`src/rtl/mil1553_pkg.sv`:
```
// Shared MIL-STD-1553 constants and types used by the Manchester encoder and decoder.
package mil1553_pkg;

  typedef enum logic [1:0] {
    ST_IDLE,
    ST_SYNC,
    ST_DATA,
    ST_PARITY
  } state_t;

  localparam int SYNC_HALVES  = 6;
  localparam int DATA_BITS    = 16;
  localparam int WORD_HALVES  = 40;
  localparam int PARITY_FIRST = SYNC_HALVES + 2 * DATA_BITS;

  // Sync levels listed with half-bit 0 in the MSB position
  localparam logic [SYNC_HALVES-1:0] SYNC_CMD  = 6'b111000;
  localparam logic [SYNC_HALVES-1:0] SYNC_DATA = 6'b000111;

  function automatic logic odd_parity(input logic [DATA_BITS-1:0] data);
    return ~^data;
  endfunction

endpackage

```
`src/rtl/mil1553_half_tick.sv`:
```
// Half-bit timebase: counts 0..HALF-1 while a word is running and pulses tick on the last count.
module mil1553_half_tick #(
  parameter int HALF = 50
) (
  input  logic clk,
  input  logic resetn,
  input  logic clear,
  input  logic run,
  output logic tick,
  output logic pre_tick
);

  localparam int CW = (HALF > 1) ? $clog2(HALF) : 1;

  logic [CW-1:0] count;

  always_ff @(posedge clk) begin
    if (!resetn) begin
      count <= '0;
    end else if (clear || !run || tick) begin
      count <= '0;
    end else begin
      count <= count + 1'b1;
    end
  end

  // pre_tick lets the encoder register s_ready so it is high during the tick clock itself
  assign tick     = run && (count == CW'(HALF - 1));
  assign pre_tick = run && (count == CW'(HALF - 2));

endmodule

```
`src/rtl/mil1553_encoder.sv`:
```
// MIL-STD-1553 Manchester II word transmitter driving a differential PMOD transceiver pair.
module mil1553_encoder
  import mil1553_pkg::*;
#(
  parameter int CLOCK_SPEED = 100000000
) (
  input  logic        clk,
  input  logic        resetn,
  input  logic [15:0] s_data,
  input  logic        s_cmd,
  input  logic        s_valid,
  output logic        s_ready,
  output logic        diff_p,
  output logic        diff_n,
  output logic        tx_en,
  output logic        busy
);

  localparam int HALF = CLOCK_SPEED / 2000000;
  localparam logic [5:0] LAST_HALF = 6'(WORD_HALVES - 1);

  state_t               state, state_nx;
  logic [5:0]           idx, idx_nx;
  logic [DATA_BITS:0]   shreg, shreg_nx;
  logic                 cmd_flag, cmd_nx;
  logic                 tick, pre_tick, accept, running;
  logic                 level_nx, active_nx, ready_nx;
  logic [SYNC_HALVES-1:0] sync_pat;
  logic [2:0]           sync_pos;

  assign accept  = s_valid && s_ready;
  assign running = (state != ST_IDLE);

  mil1553_half_tick #(.HALF(HALF)) u_half_tick (
    .clk      (clk),
    .resetn   (resetn),
    .clear    (accept),
    .run      (running),
    .tick     (tick),
    .pre_tick (pre_tick)
  );

  always_ff @(posedge clk) begin
    if (!resetn) begin
      state    <= ST_IDLE;
      idx      <= '0;
      shreg    <= '0;
      cmd_flag <= 1'b0;
      s_ready  <= 1'b0;
      diff_p   <= 1'b0;
      diff_n   <= 1'b0;
      tx_en    <= 1'b0;
      busy     <= 1'b0;
    end else begin
      state    <= state_nx;
      idx      <= idx_nx;
      shreg    <= shreg_nx;
      cmd_flag <= cmd_nx;
      s_ready  <= ready_nx;
      diff_p   <= active_nx & level_nx;
      diff_n   <= active_nx & ~level_nx;
      tx_en    <= active_nx;
      busy     <= active_nx;
    end
  end

  // Shift register moves after each completed data bit so bit 16 always holds the current bit
  always_comb begin
    state_nx = state;
    idx_nx   = idx;
    shreg_nx = shreg;
    cmd_nx   = cmd_flag;
    if (accept) begin
      state_nx = ST_SYNC;
      idx_nx   = '0;
      shreg_nx = {s_data, odd_parity(s_data)};
      cmd_nx   = s_cmd;
    end else if (tick) begin
      if (idx == LAST_HALF) begin
        state_nx = ST_IDLE;
        idx_nx   = '0;
      end else begin
        idx_nx = idx + 6'd1;
        if (state == ST_DATA && idx[0]) begin
          shreg_nx = {shreg[DATA_BITS-1:0], 1'b0};
        end
        if (idx_nx == 6'(SYNC_HALVES)) begin
          state_nx = ST_DATA;
        end else if (idx_nx == 6'(PARITY_FIRST)) begin
          state_nx = ST_PARITY;
        end
      end
    end
  end

  // Outputs are derived from the next state so the registered pins line up with the state change
  always_comb begin
    active_nx = (state_nx != ST_IDLE);
    ready_nx  = (state_nx == ST_IDLE) || (idx_nx == LAST_HALF && pre_tick);
    sync_pat  = cmd_nx ? SYNC_CMD : SYNC_DATA;
    sync_pos  = 3'(SYNC_HALVES - 1) - idx_nx[2:0];
    level_nx  = 1'b0;
    case (state_nx)
      ST_SYNC:            level_nx = sync_pat[sync_pos];
      ST_DATA, ST_PARITY: level_nx = shreg_nx[DATA_BITS] ^ idx_nx[0];
      default:            level_nx = 1'b0;
    endcase
  end

endmodule

```
`config.mk`:
```
export PLATFORM = sky130hd
export DESIGN_NAME = mil1553_encoder
export DESIGN_NICKNAME = d
export VERILOG_FILES = /design/src/rtl/mil1553_pkg.sv /design/src/rtl/mil1553_half_tick.sv /design/src/rtl/mil1553_encoder.sv
export SDC_FILE = /design/constraint.sdc
export NUM_CORES = 1
export LEC_CHECK = 0
export CAP_MARGIN = 30
export CORE_UTILIZATION = 55
export CTS_BUF_LIST = sky130_fd_sc_hd__clkbuf_8
export DETAILED_ROUTE_END_ITERATION = 6
export PLACE_DENSITY = 0.75
export RECOVER_POWER = 25
export SLEW_MARGIN = 40
export SYNTH_ARGS = -nofsm -noshare
export SYNTH_HDL_FRONTEND = slang
export SYNTH_SLANG_ARGS = --single-unit
```
`constraint.sdc`:
```
create_clock -name clk -period 4.26 [get_ports clk]
set_clock_uncertainty 0.2 [all_clocks]
set_input_delay 1.065 -clock clk [delete_from_list [all_inputs] [get_ports clk]]
set_output_delay 1.065 -clock clk [all_outputs]
set_load 0.02 [all_outputs]
```
==> results.md, run 1 <==
- Total chip power: around 720 uW
- Adder-cell area share of the yosys netlist: 3.01%
- Max-slew violation count: 0
- Worst Path Arrival: around 3.1 ns
- Measured slew at the worst slew-check pin: 0.781 ns
- Layout Nets: between 200 and 300
- Area contributors post-synth: dfxtp_1 35%, mux2i_1 8.7%, xnor2_1 7.6%, a211oi_1 7.2%, nor2_1 6.5%
- CTS sink count: 36
- Overflow after GRT: 0
- Async S/R FF share, synth: 0%
- Slew margin rel.: 47.9%
- Xor-xnor portion of the synthesized cell area: a little under a tenth
- Crit start category: input port
- Initial antenna violation count: 0
- TritonCTS Buffers: 5
- Register area: 721 sq um
- WHS Path Cells: 1
- Detailed placement HPWL: slightly above 3000 microns
- Antenna cells: 0
- Ys flop type: dfxtp_1
- Sequential share of the synthesized area: about a third
- Synth Area in Compound Gates: 17.4%
- Flop-to-flop setup slack: 1.35 ns
- Final period util: ~70%
- DRC: 0
- Largest family of logic cells by synthesized area: simple AND/OR/NAND/NOR gates
- Fill cells: 302
- Setup_tns: 0 ns
- Most frequent cells in the layout: 36 x nor2_1, 36 x dfxtp_1, 20 x a211oi_1, 19 x clkdlybuf4s50_1
- Fin crit period: between 3 and 4 ns
- Overall Global Routing Usage: a little under a quarter
- Share of the synthesized area in the top cell type: approximately 35%
- Cell variety after synth: between 40 and 50
- Hold crit path type: register to register
- P_leak: ~0.00095 uW
- Post-Synthesis Cells: 240
- RSZ-0062 raised after global routing: false
- Final Hold Fails: 0
- CTS root buffer: clkbuf_8
- DR vias: 1742
- Num rows: 21
- Post-synthesis mux area share: under 10%
- TritonCTS clock tree: yes
- Drt wl/cell: approximately 14 microns
- Met1 usage: about a third
- Hold Buf Count CTS: 0
- Worst R2R Path Depth: 7
- Total number of yosys warnings: 0
- Vias in the first global route: ~1.7k
- Placed instance count: 298
- PwrDens: 301 mW/mm^2
- Met2 usage: 35.1%
- CTS clock-pin slew for the worst setup and hold paths: 0.07 ns
- GRT busiest layer: met2
- Final instance count without filler cells: 306
- Final wirelength: approximately 4200 microns
- Post-route antenna net violation count: 0
- Number of I/O pins: 25
- FF+latch count, synth: 36
- Postcts setup bufs: 0
- Worst setup EP type: register
- Setup CP Type: input port to register
- PortBufs: 24
- Clock Latency Late Sink: 0.29 ns
- Placer Congestion: 0.947
- EDFF count, synth: 0
- Die width: ~63 microns
- Multi-input logic area: roughly 0.0012 sq mm
- Critical path fanouts, max: 8
- H-tree Lvls: 2
- Core Region: 0.00347 sq mm
- DIE HEIGHT: 63.5 microns
- Resized Gates After CTS: 0
- Peak Freq: between 300 and 400 MHz
- Req. time, crit path: 4.27 ns
- Avg Inst Size Synth: a little under 9 sq um
- Simple-Gate Fraction of Synth Area: roughly a fifth
- Syn_nets: 265
- Area Overhead vs Synth: 15.8%
- Synth Cell Area: just over 0.002 sq mm
- Share of layout cells above drive strength 1: 6.15%
- First-pass GRT wire length: between 7000 and 8000 microns
- Initial drt markers: 162
- Status: completed
- Met3 Use GR: approximately 5.6%
- Max VDD drop: ~0.23 mV
- Longest Clk Path Bufs: 2
- Largest net degree at the start of global routing: 24
- Die Footprint: 0.00403 sq mm
- DRT Pass-1 Iters: 4
- Total of max-cap violations: 0
- Number of setup violations in the final report: 0
- Initial core utilization: 60.0%
- Yosys top cell by area: dfxtp_1
- Vias/cell: roughly 5.7
registers in the layout (all words and copies together) (netlist names):
register,flops
shreg,17
idx,6
u_half_tick.count,6
state,2
busy,1
cmd_flag,1
diff_n,1
diff_p,1
s_ready,1
logic make-up after synthesis:
group	count (synthesis)
simple gates	84
flops	36
xor+xnor	22
compound gates	51
buf+inv	23
mux	19
fa+ha+maj	5
synthesized netlist by cell type (all sizes together), types with 2 or more instances:
cell type,instances
a211oi,20
a21oi,8
a31oi,2
a41oi,2
and2,2
and3,2
buf,6
clkbuf,7
dfxtp,36
ha,5
inv,9
mux2i,18
nand2,13
nand3,8
nand3b,3
nand4,3
nor2,37
nor2b,3
nor3,3
nor4,2
o21a,3
o21ai,8
or3,2
xnor2,18
xor2,4
routing by layer:
layer	routed length (microns)	vias up
met1	2030	789
met2	1870	52
met5	0	-
li1	-	891
met3	199	10
met4	77	0
final cells by class:
type | count | share of cell area, %
clock buffers | 6 | 3.43
clock inverters | 2 | 0.468
inverters | 10 | 1.56
multi-input cells | 181 | 51.9
flip-flops and latches | 36 | 29.9
well taps | 46 | 2.39
repair buffers | 25 | 10.3
stage by stage:
step           utilization [%]  worst slack [ns]  area, sq um  hold slack [ns]
2_1_floorplan                -              1.67         2080            0.241
3_3_place_gp              66.7              1.13         2310            0.256
3_5_place_dp              66.7              1.09         2310            0.266
4_1_cts                   69.4              1.36         2410            0.283
5_1_grt                   69.4             0.992         2410            0.324
6_report                  69.4              1.22         2410            0.282
final timing paths:
path                                   start                              end
max                                  s_valid                diff_p$_SDFF_PN0_
min reg2reg  u_half_tick.count[0]$_SDFF_PP0_  u_half_tick.count[0]$_SDFF_PP0_
min          u_half_tick.count[0]$_SDFF_PP0_  u_half_tick.count[0]$_SDFF_PP0_
max reg2reg                idx[0]$_SDFF_PN0_                diff_p$_SDFF_PN0_
critical path, stage by stage:
cell	delay (ns)
dlygate4sd3_1	0.55
and2_0	0.41
a311oi_1	0.10
a31oi_1	0.33
mux2i_1	0.28
a21oi_1	0.09
a211oi_1	0.23
report_power, final:
part | switching (uW) | internal (uW) | total (uW)
clock | 122 | 129 | 251
combinational | 53.9 | 56.8 | 111
sequential | 9.01 | 353 | 362
total | 185 | 539 | 724
(Power assumes the default switching activity.)
==> inputs of run 2 (changes only) <==
clock period = 3 ns   (was 4.26 ns; I/O delays follow)
==> results.md, run 2 (synthesized netlist as in run 1, its figures left out) <==
- DRC: 0 (unchanged)
- GRT busiest layer: met2
- H-tree Lvls: 2 (unchanged)
- Hold wc startpoint: u_half_tick.count[0]$_SDFF_PP0_
- Req. time, crit path: 3.01 ns (-1.26 ns)
- Met2 usage: 41.2% (+6.1 points)
- Crit start category: input port
- TritonCTS clock tree: yes
- Peak Freq: approximately 380 MHz
- Overflow after GRT: 0 (unchanged)
- Setup_tns: 0 ns (unchanged)
- P_leak: 0.000977 uW (+2.5%)
- Worst hold path endpoint: u_half_tick.count[0]$_SDFF_PP0_
- WP buf/inv: 2 (+1)
- Initial core utilization: 60.0% (unchanged)
- DIE HEIGHT: 63.5 microns (unchanged)
- Detailed placement HPWL: 3290 microns (+5.7%)
- Core Region: 0.00347 sq mm (unchanged)
- Hold Buf Count CTS: 0 (unchanged)
- Num rows: 21 (unchanged)
- Crit path cell chain: dlygate4sd3_1, nand2_1, clkbuf_1, a41oi_1, mux2i_1, a21oi_1, a211oi_1
- CTS sink count: 36 (unchanged)
- PortBufs: 24 (unchanged)
- TritonCTS Buffers: 5 (unchanged)
- Final instance count without filler cells: 311 (+1.6%)
- RSZ-0062 raised after global routing: false
- Resized Gates After CTS: 0 (unchanged)
- PwrDens: 449 mW/mm^2 (+49%)
- Worst R2R Path Depth: 8 (+1)
- Final Hold Fails: 0 (unchanged)
- FF-to-FF End: diff_p$_SDFF_PN0_
- Postcts setup bufs: 0 (unchanged)
- CTS root buffer: clkbuf_8
- Top delay family on crit path: buffers and inverters
- Worst path depth: 7 (unchanged)
- Measured slew at the worst slew-check pin: 0.662 ns (-0.119 ns)
- Initial antenna violation count: 0 (unchanged)
- Setup CP Type: input port to register
- Placed instance count: 303 (+1.7%)
- Met1 usage: 30.8% (-1.1 points)
- Status: completed
- DP Area: 0.00236 sq mm (+2.2%)
- Crit-path max cell delay: 0.55 ns (about the same)
- Largest net degree at the start of global routing: 27 (+13%)
- First-pass GRT wire length: 7730 microns (+3.2%)
- Worst Setup SP: s_valid
- Post-route antenna net violation count: 0 (unchanged)
- Critical path fanouts, max: 13 (+5)
- Area Overhead vs Synth: 19.0%
- Vias/cell: 5.69 (about the same)
- Number of setup violations in the final report: 0 (unchanged)
- Met3 Use GR: 4.89% (-0.72 points)
- Share of layout cells above drive strength 1: 7.92% (+1.8 points)
- Final instance area: 0.00247 sq mm (+2.8%)
- Worst setup EP type: register
- Hold WS: 0.292 ns (+0.00971 ns)
- Hold crit path type: register to register
- Longest Clk Path Bufs: 2 (unchanged)
- Max-slew violation count: 0 (unchanged)
- Layout Nets: 289 (+1.8%)
- Overall Global Routing Usage: 24.4% (+0.93 points)
- Slew margin rel.: 55.8% (+7.9 points)
- Fin crit period: 2.63 ns
- Max VDD drop: 0.363 mV (+60%)
- Die width: 63.5 microns (unchanged)
- Worst Path Arrival: 2.64 ns (-0.41 ns)
- Vias in the first global route: 1718 (+3.7%)
- DR vias: 1769 (+1.5%)
- Antenna cells: 0 (unchanged)
- FF-to-FF Start: u_half_tick.count[1]$_SDFF_PP0_
- Initial drt markers: 136 (-16%)
- Max reg flops: 17 (unchanged)
- Clock Latency Late Sink: 0.29 ns (about the same)
- DRT Pass-1 Iters: 4 (unchanged)
- Final core utilization: 71.4% (+1.9 points)
- Final wirelength: 4380 microns (+4.8%)
- Drt wl/cell: 14.1 microns (+3.1%)
- Total of max-cap violations: 0 (unchanged)
- Placer Congestion: 0.992 (+4.7%)
- Number of I/O pins: 25 (unchanged)
- Final period util: between 80 and 90%
- WHS Path Cells: 1 (unchanged)
- Biggest registers after layout: shreg x17, idx x6, u_half_tick.count x6
- Top reg by flops: shreg
- Flop-to-flop setup slack: 0.52 ns (-0.83 ns)
- CTS clock-pin slew for the worst setup and hold paths: 0.08 ns (about the same)
- Slowest stage cell, crit path: dlygate4sd3_1
- Die Footprint: 0.00403 sq mm (unchanged)
- Most frequent cells in the layout: 36 x nor2_1, 36 x dfxtp_1, 23 x clkdlybuf4s50_1, 20 x a211oi_1
-- run 2: cell count changes in the layout (fill, tap and decap cells not counted) --
cell and delta:
inv_6 +1, buf_4 +3, and2_1 +1, buf_12 +1, inv_1 -1, clkdlybuf4s50_1 +4, and2_0 -1, clkbuf_8 -1
bufinv_16 +1, clkbuf_1 +1, dlygate4sd3_1 -4
-- run 2: final cells by class --
cell class	instances	area [sq um]
inverters	10	37.5
flip-flops and latches	36	721
repair buffers	30	294
well taps	46	57.6
clock inverters	3	46.3
fillers	306	993
clock buffers	5	68.8
multi-input cells	181	1250
-- run 2: metrics by stage --
| step | total power (uW) | worst slack, ns |
|---|---|---|
| 2_1_floorplan | 627 | 0.727 |
| 3_3_place_gp | 685 | 0.275 |
| 3_5_place_dp | 688 | 0.163 |
| 4_1_cts | 1120 | 0.457 |
| 5_1_grt | 1150 | 0.127 |
| 6_report | 1110 | 0.367 |
-- run 2: how the worst max path moves through the flow --
stage / to / slack, ns
global placement: diff_p$_SDFF_PN0_ / 0.27
global route: diff_p$_SDFF_PN0_ / 0.13
floorplan: diff_p$_SDFF_PN0_ / 0.73
detailed placement: diff_p$_SDFF_PN0_ / 0.16
finish: diff_p$_SDFF_PN0_ / 0.37
CTS: diff_p$_SDFF_PN0_ / 0.46
-- run 2: report_power, final --
group	leakage (uW)	internal (uW)	switching [uW]	total (uW)
clock	0.0000548	250	184	435
combinational	0.000629	83.4	78.3	162
sequential	0.000294	501	12.8	514
total	0.000977	835	276	1110
-- run 2: layer usage --
| metal | wire (microns) | share of wire (%) |
|---|---|---|
| met1 | 2050 | 47 |
| met3 | 214 | 4.9 |
| met4 | 54 | 1.2 |
| met2 | 2060 | 47 |
| met5 | 0 | 0 |
